**src/rtl/hub75_scan_ctrl_if.sv**
```systemverilog
// Column-word stream from the plane buffer into the HUB75 scan controller.
// The master presents {R1,G1,B1,R2,G2,B2}. A word moves on valid & ready.
interface hub75_scan_ctrl_if;
    logic       valid;
    logic [5:0] data;
    logic       ready;

    modport master (output valid, output data, input ready);
    modport slave  (input valid, input data, output ready);
endinterface

```
**src/rtl/hub75_scan_ctrl.sv**
```systemverilog
// HUB75 refresh sequencer: shifts bit-plane columns into the panel, then latches them.
// OE is driven with binary-coded-modulation timing, overlapping the next plane's shift.
module hub75_scan_ctrl #(
    parameter int COLS       = 64,
    parameter int ROW_ADDR_W = 5,
    parameter int PLANES     = 8,
    parameter int BASE_OE    = 4
) (
    input  logic                        clk,
    input  logic                        areset,
    input  logic                        i_enable,
    hub75_scan_ctrl_if.slave            s_axi,
    output logic [ROW_ADDR_W-1:0]       o_row,
    output logic [$clog2(PLANES)-1:0]   o_plane,
    output logic                        o_frame_done,
    output logic                        hub75_clk,
    output logic [5:0]                  hub75_rgb,
    output logic                        hub75_lat,
    output logic                        hub75_oe_n,
    output logic [ROW_ADDR_W-1:0]       hub75_addr
);

    localparam int PW   = $clog2(PLANES);
    localparam int CW   = (COLS > 1) ? $clog2(COLS) : 1;
    localparam int OE_W = $clog2(BASE_OE << (PLANES - 1)) + 1;

    typedef enum logic [2:0] {
        IDLE,
        SHIFT_LO,
        SHIFT_HI,
        WAIT_OE,
        BLANK,
        LATCH
    } state_e;

    state_e                  state_q;
    logic [CW-1:0]           col_q;
    logic [PW-1:0]           plane_q;
    logic [ROW_ADDR_W-1:0]   row_q;
    logic [OE_W-1:0]         oe_cnt_q, oe_cnt_d;
    logic [5:0]              rgb_q;
    logic                    sclk_q;
    logic                    lat_q;
    logic                    done_q;
    logic [ROW_ADDR_W-1:0]   addr_q;

    logic col_last, plane_last, row_last, frame_end;

    assign col_last   = (col_q == CW'(COLS - 1));
    assign plane_last = (plane_q == PW'(PLANES - 1));
    assign row_last   = &row_q;
    assign frame_end  = plane_last && row_last;

    // The on-time counter runs in every state so a plane keeps its full weight
    // even when the block drops back to IDLE after the last latch of a frame.
    always_comb begin
        oe_cnt_d = oe_cnt_q;
        if (state_q == LATCH)
            oe_cnt_d = OE_W'(BASE_OE) << plane_q;
        else if (oe_cnt_q != '0)
            oe_cnt_d = oe_cnt_q - 1'b1;
    end

    always_ff @(posedge clk) begin
        if (areset) begin
            state_q  <= IDLE;
            col_q    <= '0;
            plane_q  <= '0;
            row_q    <= '0;
            oe_cnt_q <= '0;
            rgb_q    <= '0;
            sclk_q   <= 1'b0;
            lat_q    <= 1'b0;
            done_q   <= 1'b0;
            addr_q   <= '0;
        end else begin
            oe_cnt_q <= oe_cnt_d;
            sclk_q   <= 1'b0;
            lat_q    <= 1'b0;
            done_q   <= 1'b0;
            unique case (state_q)
                IDLE: begin
                    if (i_enable) begin
                        state_q <= SHIFT_LO;
                        col_q   <= '0;
                        plane_q <= '0;
                        row_q   <= '0;
                    end
                end
                SHIFT_LO: begin
                    if (s_axi.valid) begin
                        rgb_q   <= s_axi.data;
                        sclk_q  <= 1'b1;
                        state_q <= SHIFT_HI;
                    end
                end
                SHIFT_HI: begin
                    if (col_last) begin
                        col_q   <= '0;
                        state_q <= WAIT_OE;
                    end else begin
                        col_q   <= col_q + 1'b1;
                        state_q <= SHIFT_LO;
                    end
                end
                WAIT_OE: begin
                    if (oe_cnt_q == '0)
                        state_q <= BLANK;
                end
                // Row address moves on entry to LATCH so it only ever changes while dark.
                BLANK: begin
                    state_q <= LATCH;
                    lat_q   <= 1'b1;
                    addr_q  <= row_q;
                    done_q  <= frame_end;
                end
                LATCH: begin
                    plane_q <= plane_last ? '0 : plane_q + 1'b1;
                    if (plane_last)
                        row_q <= row_q + 1'b1;
                    state_q <= (frame_end && !i_enable) ? IDLE : SHIFT_LO;
                end
                default: state_q <= IDLE;
            endcase
        end
    end

    assign s_axi.ready  = (state_q == SHIFT_LO);
    assign o_row        = row_q;
    assign o_plane      = plane_q;
    assign o_frame_done = done_q;
    assign hub75_clk    = sclk_q;
    assign hub75_rgb    = rgb_q;
    assign hub75_lat    = lat_q;
    assign hub75_oe_n   = (oe_cnt_q == '0);
    assign hub75_addr   = addr_q;

endmodule
```
**src/flat_wrapper.sv**
```systemverilog
// flat-port wrapper written by rule: the top's interface ports become plain ports
module hub75_scan_ctrl_flat 
#(
    parameter int COLS       = 64,
    parameter int ROW_ADDR_W = 5,
    parameter int PLANES     = 8,
    parameter int BASE_OE    = 4
)
  (clk, areset, i_enable, o_row, o_plane, o_frame_done, hub75_clk, hub75_rgb, hub75_lat, hub75_oe_n, hub75_addr, s_axi_valid, s_axi_data, s_axi_ready);
  hub75_scan_ctrl_if s_axi_i ();
  input  logic clk;
  input  logic areset;
  input  logic i_enable;
  output logic [ROW_ADDR_W-1:0] o_row;
  output logic [$clog2(PLANES)-1:0] o_plane;
  output logic o_frame_done;
  output logic hub75_clk;
  output logic [5:0] hub75_rgb;
  output logic hub75_lat;
  output logic hub75_oe_n;
  output logic [ROW_ADDR_W-1:0] hub75_addr;
  input wire logic [$bits(s_axi_i.valid)-1:0] s_axi_valid;
  input wire logic [$bits(s_axi_i.data)-1:0] s_axi_data;
  output wire logic [$bits(s_axi_i.ready)-1:0] s_axi_ready;
  assign s_axi_i.valid = s_axi_valid;
  assign s_axi_i.data = s_axi_data;
  assign s_axi_ready = s_axi_i.ready;
  hub75_scan_ctrl #(.COLS(COLS), .ROW_ADDR_W(ROW_ADDR_W), .PLANES(PLANES), .BASE_OE(BASE_OE)) u_core (.clk(clk), .areset(areset), .i_enable(i_enable), .s_axi(s_axi_i), .o_row(o_row), .o_plane(o_plane), .o_frame_done(o_frame_done), .hub75_clk(hub75_clk), .hub75_rgb(hub75_rgb), .hub75_lat(hub75_lat), .hub75_oe_n(hub75_oe_n), .hub75_addr(hub75_addr));
endmodule
```
**config.mk**
```make
export PLATFORM = sky130hd
export DESIGN_NAME = hub75_scan_ctrl_flat
export DESIGN_NICKNAME = d
export VERILOG_FILES = /design/src/rtl/hub75_scan_ctrl_if.sv /design/src/rtl/hub75_scan_ctrl.sv /design/src/flat_wrapper.sv
export SDC_FILE = /design/constraint.sdc
export NUM_CORES = 1
export LEC_CHECK = 0
export CAP_MARGIN = 20
export CORE_ASPECT_RATIO = 1.5
export CORE_MARGIN = 5
export CORE_UTILIZATION = 56
export CTS_CLUSTER_SIZE = 28
export DETAILED_ROUTE_END_ITERATION = 12
export PLACE_DENSITY = 0.93
export RECOVER_POWER = 25
export SLEW_MARGIN = 20
export SYNTH_ARGS = -nofsm -noshare
export SYNTH_HDL_FRONTEND = slang
export SYNTH_SLANG_ARGS = --single-unit
```
**constraint.sdc**
```tcl
create_clock -name clk -period 3.1 [get_ports clk]
set_input_delay 0.62 -clock clk [delete_from_list [all_inputs] [get_ports clk]]
set_output_delay 0.62 -clock clk [all_outputs]
set_load 0.1 [all_outputs]
```
* Word level (Yosys, flattened, before mapping)
Index checks and enable logic that the tools add are counted.
Widths: inputs -> output; s select.
** Operators by class
- Add/sub/neg operators :: 4
- $mul :: 0
- Div/mod/pow operators :: 0
- Magnitude comparators :: 0
- Equal/unequal tests :: 11
- Shift operators :: 1
- Mux-type cells :: 19
- Bitwise logic cells :: 2
- Reductions and logical operators :: 17
** Operators by type and width (number)
- $mux 10 :: 2
- $pmux 3 s6 :: 1
- $mux 3 :: 5
- $mux 6 :: 2
- $pmux 6 s2 :: 1
- $logic_not 10->1 :: 1
- $mux 5 :: 2
- $pmux 5 s2 :: 1
- $reduce_bool 10->1 :: 1
- $shl 3x3->10 const A :: 1
- $sub 10x1->10 const B :: 1
- $eq 3x3->1 const B :: 3
- $add 6x1->6 const B :: 1
- $eq 3x2->1 const B :: 2
- $eq 6x6->1 const B :: 1
- $ne 2x2->1 const B :: 3
- $pmux 3 s2 :: 1
- $reduce_and 2->1 :: 3
- $reduce_and 3->1 :: 2
- $reduce_bool 2->1 :: 3
- $add 5x1->5 const B :: 1
- $reduce_and 5->1 :: 1
- $reduce_or 2->1 :: 2
- $add 3x1->3 const B :: 1
- 8 further kinds :: 12
** Storage, ports and cells
- Bits in registers :: 41
- Latch bits :: 0
- Bits in writable memories :: 0
- ROM bits :: 0
- Bits of input ports :: 10
- Output and inout bits :: 24
- Logic and storage cells :: 64
- Memories kept :: 0

* Logic depth before layout (Yosys ltp)
Gate-level depths: netlist of run 1.
- Depth in word-level cells :: 5
- Mapped depth :: 6
- Depth with buffers taken out :: 6

* Worst setup path before layout of run 1
OpenSTA, ideal clock, no wires.
- Path type :: reg-to-output
- Start point :: register u_core.oe_cnt_q[0]
- End point :: output hub75_oe_n
- Data arrival time :: 2.052 ns
- Data required time :: 2.480 ns
- Slack :: 0.428 ns
- Cell stages (with the launch flop) :: 6
- Buffers on the path :: 0
- Cell sequence :: dfxtp_1 -> inv_1 -> ha_1 -> nor4b_1 -> nand3_1 -> inv_1
** On the way
- Longest elaborated chain between the ends :: 1
** Ends and longest elaborated chain
- start, declared :: line hub75_scan_ctrl.sv:40 : logic [OE_W-1:0] oe_cnt_q, oe_cnt_d;
- start signal, assigned :: line hub75_scan_ctrl.sv:77 : oe_cnt_q <= oe_cnt_d;
- $logic_not 10->1 :: line hub75_scan_ctrl.sv:135 : assign hub75_oe_n = (oe_cnt_q == '0);
- end, declared :: line flat_wrapper.sv:20 : output logic hub75_oe_n;
Every way passes these cells.

* Worst setup path in the final report of run 1
Ends and elaborated chain as after synthesis.

==> impl_metrics.toml, run 1 <==
[outcome]
status = "finished, final reports clean"

[synth]
synth_top_family_by_area = "simple AND/OR/NAND/NOR gates"
ys_seq_elements = 41
yosys_warnings = 0
ys_types = 43
async_flop_share_pct = 0
synth_xor_area_share_pct = 2.16
synth_compound_area_share_pct = 15.3
avgSynthCellArea_sq_um = 8.80
syn_inst = 230
syn-num-nets = 251
synthMuxAreaShare_pct = 8.41
synth_fa_ha_area_share_pct = 6.80
synth_edf_count = 0
synth-main-ff-cell = "dfxtp_1"
syn_area_sq_mm = 0.00202
ys_seq_area_share_pct = 40.6
yosys.area_share.simple_pct = 22.3

[route]
routedWlPerCell_um = 15.4
drt_pre_antenna_iters = 5
vias = 1787
drtIter0Drc = 64
remaining_drc_errors = 0
post_drt_via_cell_ratio = 5.86
ant_nets = 0
wirelength_um = 4690

[pwr]
p_total_mw = 1.76
power_per_cell_area_mw_per_mm2 = 737
p_leak_nw = 0.901
vdd_drop_max_mv = 0.640

[cts]
cts_made_buffers = 5
clock-sinks = 41
clk_latency_ns = 0.30
ctsResizeCount = 0
postCtsSetupRepairBufs = 0
root_buffer = "clkbuf_8"
clk_pin_slew_worst_paths_ns = 0.08
holdBufCountCts = 0
clockBufferDepth = 2
cts_tree = "done"
h-tree-depth = 2

[global_routing]
antenna_found_initial = 0
grt_max_degree = 19
overflow = 0
track_usage_pct = 21.0
grt_pass1_vias = 1742
grt_pass1_wl_um = 8110

[timing]
rsz0062_at_grt = "no"
worst_pin_slew_ns = 1.19
slew_violations = 0
timing.fmax_ghz = 0.379
setup_violations = 0
min_period_ns = 2.64
hold_viol_final = 0
tns_ns = 0
finalCritPeriodShare_pct = 85.1
final.setup_skew_ns = 0.00764
max_slew_margin_pct = 20.5

[finish]
fillCellCount = 297
fin_nets = 283
syn2layout_area_growth_pct = 18.3
num_antenna_cells = 0
final_layout_size_suffix_gt1_share_pct = 8.75
fin_cells = 305

[floorplan]
ios = 34
rows = 26
die_w_um = 59.1
start_util_pct = 58.7
die_y_um = 83.6
core_sq_mm = 0.00345
die-area_sq_mm = 0.00494

[setup_path]
criticalPathCategory = "register to primary output"
path_max_fanout = 7
required_ns = 2.48
worstPathArrival_ns = 2.02
start_kind = "register"
critPathCaptureType = "primary output"

[job]
drv_cap = 0

[place]
gp_congestion = 0.858
dp.cells = 297
dpl.hpwl_um = 3300
port_buffers = 33

[hold_path]
hp-class = "register to register"
==> power breakdown <==
group          leakage (nW)  internal [mW]  switching [mW]  total, mW
clock                0.0585          0.263           0.187      0.449
combinational         0.510          0.271           0.380      0.651
sequential            0.333          0.590          0.0748      0.665
total                 0.901           1.12           0.641       1.76
==> synth_stat cells, types with 5 or more instances <==
library cell	n	share of area (%)
a211oi_1	7	2.6
a21oi_1	16	4.0
clkbuf_1	10	1.9
dfxtp_1	41	41
ha_1	11	6.8
inv_1	13	2.4
mux2i_1	17	8.4
nand2_1	7	1.3
nand3_1	9	2.2
nor2_1	29	5.4
nor2b_1	5	1.5
nor3_1	7	1.7
o21ai_0	8	2.0
xnor2_1	5	2.2
==> metrics by stage <==
stage,util (%),instance area [sq um],hold WS (ns),worst slack [ns]
floorplan,-,2020,0.470,0.428
global placement,67.8,2340,0.477,0.699
detailed placement,67.8,2340,0.489,0.657
CTS,71.2,2450,0.512,0.440
global route,69.4,2390,0.537,0.264
finish,69.4,2390,0.507,0.461
==> registers in the layout, summed over array words and instances, names as in the netlist <==
register,flops
u_core.oe_cnt_q,10
u_core.col_q,6
u_core.hub75_rgb,6
u_core.hub75_addr,5
u_core.o_row,5
u_core.o_plane,3
u_core.state_q,3
u_core.hub75_clk,1
u_core.hub75_lat,1
u_core.o_frame_done,1
==> cells in the final DEF, fill, tap and decap left out, types with 6 or more instances in the layout <==
master	count
nor3_1	7
nor2_1	29
o21ai_0	8
clkdlybuf4s50_1	9
nand3_1	9
nand2_1	7
mux2i_1	17
a211oi_1	7
clkbuf_8	6
inv_1	13
buf_4	11
clkbuf_1	16
ha_1	11
dfxtp_1	41
a21oi_1	16
==> final cells by class <==
type | count | area, sq um | area share (%)
Timing Repair Buffer | 36 | 249 | 10.4
Inverter | 13 | 48.8 | 2.04
Multi-Input combinational cell | 165 | 1110 | 46.2
Clock buffer | 7 | 86.3 | 3.61
Clock inverter | 1 | 30.0 | 1.25
Tap cell | 42 | 52.6 | 2.20
Sequential cell | 41 | 821 | 34.3
==> critical path, stage by stage, from the launching register on <==
cell	delay, ns
dfxtp_1	0.35
inv_1	0.09
ha_1	0.20
nor4b_1	0.26
buf_4	0.19
nand3_1	0.24
inv_1	0.19
buf_12	0.19
==> logic make-up after synthesis <==
group	after synthesis
AOI/OAI and AO/OA	48
xor gates and xnor gates	5
adders and majority gates	11
buffers and inverters	24
DFF	41
muxes	17
and+or+nand+nor	84
==> path summary, 6_finish.rpt <==
path                  startpoint                   to  slack [ns]  cells after the start
max           u_core.oe_cnt_q[0]           hub75_oe_n        0.46                      7
min          u_core.hub75_rgb[0]  u_core.hub75_rgb[0]        0.51                      2
max reg2reg    u_core.state_q[2]  u_core.o_frame_done        1.02                      3
min reg2reg  u_core.hub75_rgb[0]  u_core.hub75_rgb[0]        0.51                      2
==> per-layer routing <==
layer  vias to the layer above  routed length (um)  GRT usage [%]
met2                        46                2560           34.9
met4                         0                 104           9.28
li1                        884                   -              -
met1                       846                1850           25.0
met5                         -                   0              0
met3                        11                 173           4.64
(Power assumes the default switching activity.)
==> inputs of run 2 (changes only) <==
- CORE_MARGIN: 5 -> not set
==> run 2 against run 1 <==
  * Flip-flop and latch count stayed put
  * Clock power decreased by 21%
  * Critical path depth decreased by 3
  * Routed wire length decreased by 5.8%
  * Largest power group unchanged
==> impl_metrics.toml, run 2 (synthesis gave the netlist of run 1 again) <==
[finish]
stdcell_area_sq_mm = 0.00236
fillCellCount = 293
max_flop_register = "u_core.oe_cnt_q"
fin_cells = 304
syn2layout_area_growth_pct = 16.8
layout_common_cells = "41 x dfxtp_1, 29 x nor2_1, 17 x mux2i_1"
largest_reg_flops = 10
final_common_cell = "dfxtp_1"
num_antenna_cells = 0
fin_nets = 283
final_layout_size_suffix_gt1_share_pct = 8.40

[setup_path]
path_cells = "nor4_1 > nand3_1 > inv_1 > buf_12"
required_ns = 2.48
cpPeakStageDelay_ns = 0.65
startpoint = "u_core.oe_cnt_q[3]"
path_max_fanout = 7
critPathCaptureType = "primary output"
worstPathArrival_ns = 2.11
start_kind = "register"
crit_slowest_cell = "nor4_1"
crit-reg2reg-launch = "u_core.state_q[2]"
criticalPathCategory = "register to primary output"

[timing]
final.setup_skew_ns = 0.00622
rsz0062_at_grt = "no"
worst_pin_slew_ns = 1.21
finalCritPeriodShare_pct = 88.0
tns_ns = 0
worst_hold_slack_ns = 0.499
hold_viol_final = 0
setup_violations = 0
timing.fmax_ghz = 0.366
slew_violations = 0
max_slew_margin_pct = 18.8
min_period_ns = 2.73

[hold_path]
hold_path.startpoint = "u_core.hub75_rgb[2]"
hp-class = "register to register"

[global_routing]
grt_pass1_vias = 1562
track_usage_pct = 24.2
grt_max_degree = 20
antenna_found_initial = 0
overflow = 0
grt_pass1_wl_um = 6850

[floorplan]
die_w_um = 51.1
ios = 34
start_util_pct = 59.2
die-area_sq_mm = 0.00386
core_sq_mm = 0.00342
die_y_um = 75.6
rows = 26

[pwr]
power_per_cell_area_mw_per_mm2 = 708
p_total_mw = 1.67
p_leak_nw = 0.887
vdd_drop_max_mv = 0.646

[place]
dp.cells = 297
port_buffers = 33
dpl.hpwl_um = 3200
gp_congestion = 0.870
postPlaceCellArea_sq_mm = 0.00234

[route]
wirelength_um = 4420
vias = 1760
post_drt_via_cell_ratio = 5.79
remaining_drc_errors = 0
drtIter0Drc = 36
drt_pre_antenna_iters = 4
ant_nets = 0
routedWlPerCell_um = 14.5

[cts]
postCtsSetupRepairBufs = 0
cts_tree = "done"
clock-sinks = 41
cts_made_buffers = 5
root_buffer = "clkbuf_8"
clk_latency_ns = 0.30
clockBufferDepth = 2
ctsResizeCount = 0
holdBufCountCts = 0
h-tree-depth = 2
clk_pin_slew_worst_paths_ns = 0.07

[job]
drv_cap = 0

[outcome]
status = "finished, final reports clean"
-- run 2: stage by stage --
step / setup WS (ns) / util [%]
2_1_floorplan: 0.428 / -
3_3_place_gp: 0.704 / 68.5
3_5_place_dp: 0.665 / 68.5
4_1_cts: 0.379 / 71.0
5_1_grt: 0.249 / 69.2
6_report: 0.371 / 69.2
-- run 2: area by class of cell --
type / instances / area, sq um / area share [%]
clock buffers: 7 / 86.3 / 3.65
inverters: 13 / 48.8 / 2.06
multi-input cells: 165 / 1110 / 46.8
flip-flops and latches: 41 / 821 / 34.7
well taps: 42 / 52.6 / 2.22
repair buffers: 36 / 249 / 10.5
-- run 2: worst max-delay path: cells and delay by family, from the launching register on --
kind                   cells  cell delay (ns)
flip-flops                 1             0.37
buffers and inverters      2             0.39
AND/OR/NAND/NOR            2             1.05
-- run 2: power by group --
group          total, mW  switching (mW)  internal, mW
Sequential         0.666          0.0759         0.590
Combinational      0.650           0.379         0.271
Clock              0.356           0.180         0.177
-- run 2: final timing paths --
check	depth (start not counted)	end	slack [ns]
setup / recovery	4	hub75_oe_n	0.37
hold / removal	2	u_core.hub75_rgb[2]	0.50
setup reg to reg	3	u_core.o_frame_done	1.03
hold reg to reg	2	u_core.hub75_rgb[2]	0.50
-- run 2: metal layers --
metal  global-route usage (%)  vias to the layer above  share of wire [%]  wire, um
met5                        0                        -                  0         0
met4                     15.1                        0                2.5       109
met3                     5.99                       10                3.1       139
met2                     41.1                       42                 53      2350
met1                     27.0                      828                 41      1820
li1                         -                      880                  -         -
==> inputs of run 3 (changes only) <==
- ABC_CLOCK_PERIOD_IN_PS: not set -> 3100
==> results of run 3 <==
Final layout, timing and power as in run 2 (identical DEF).
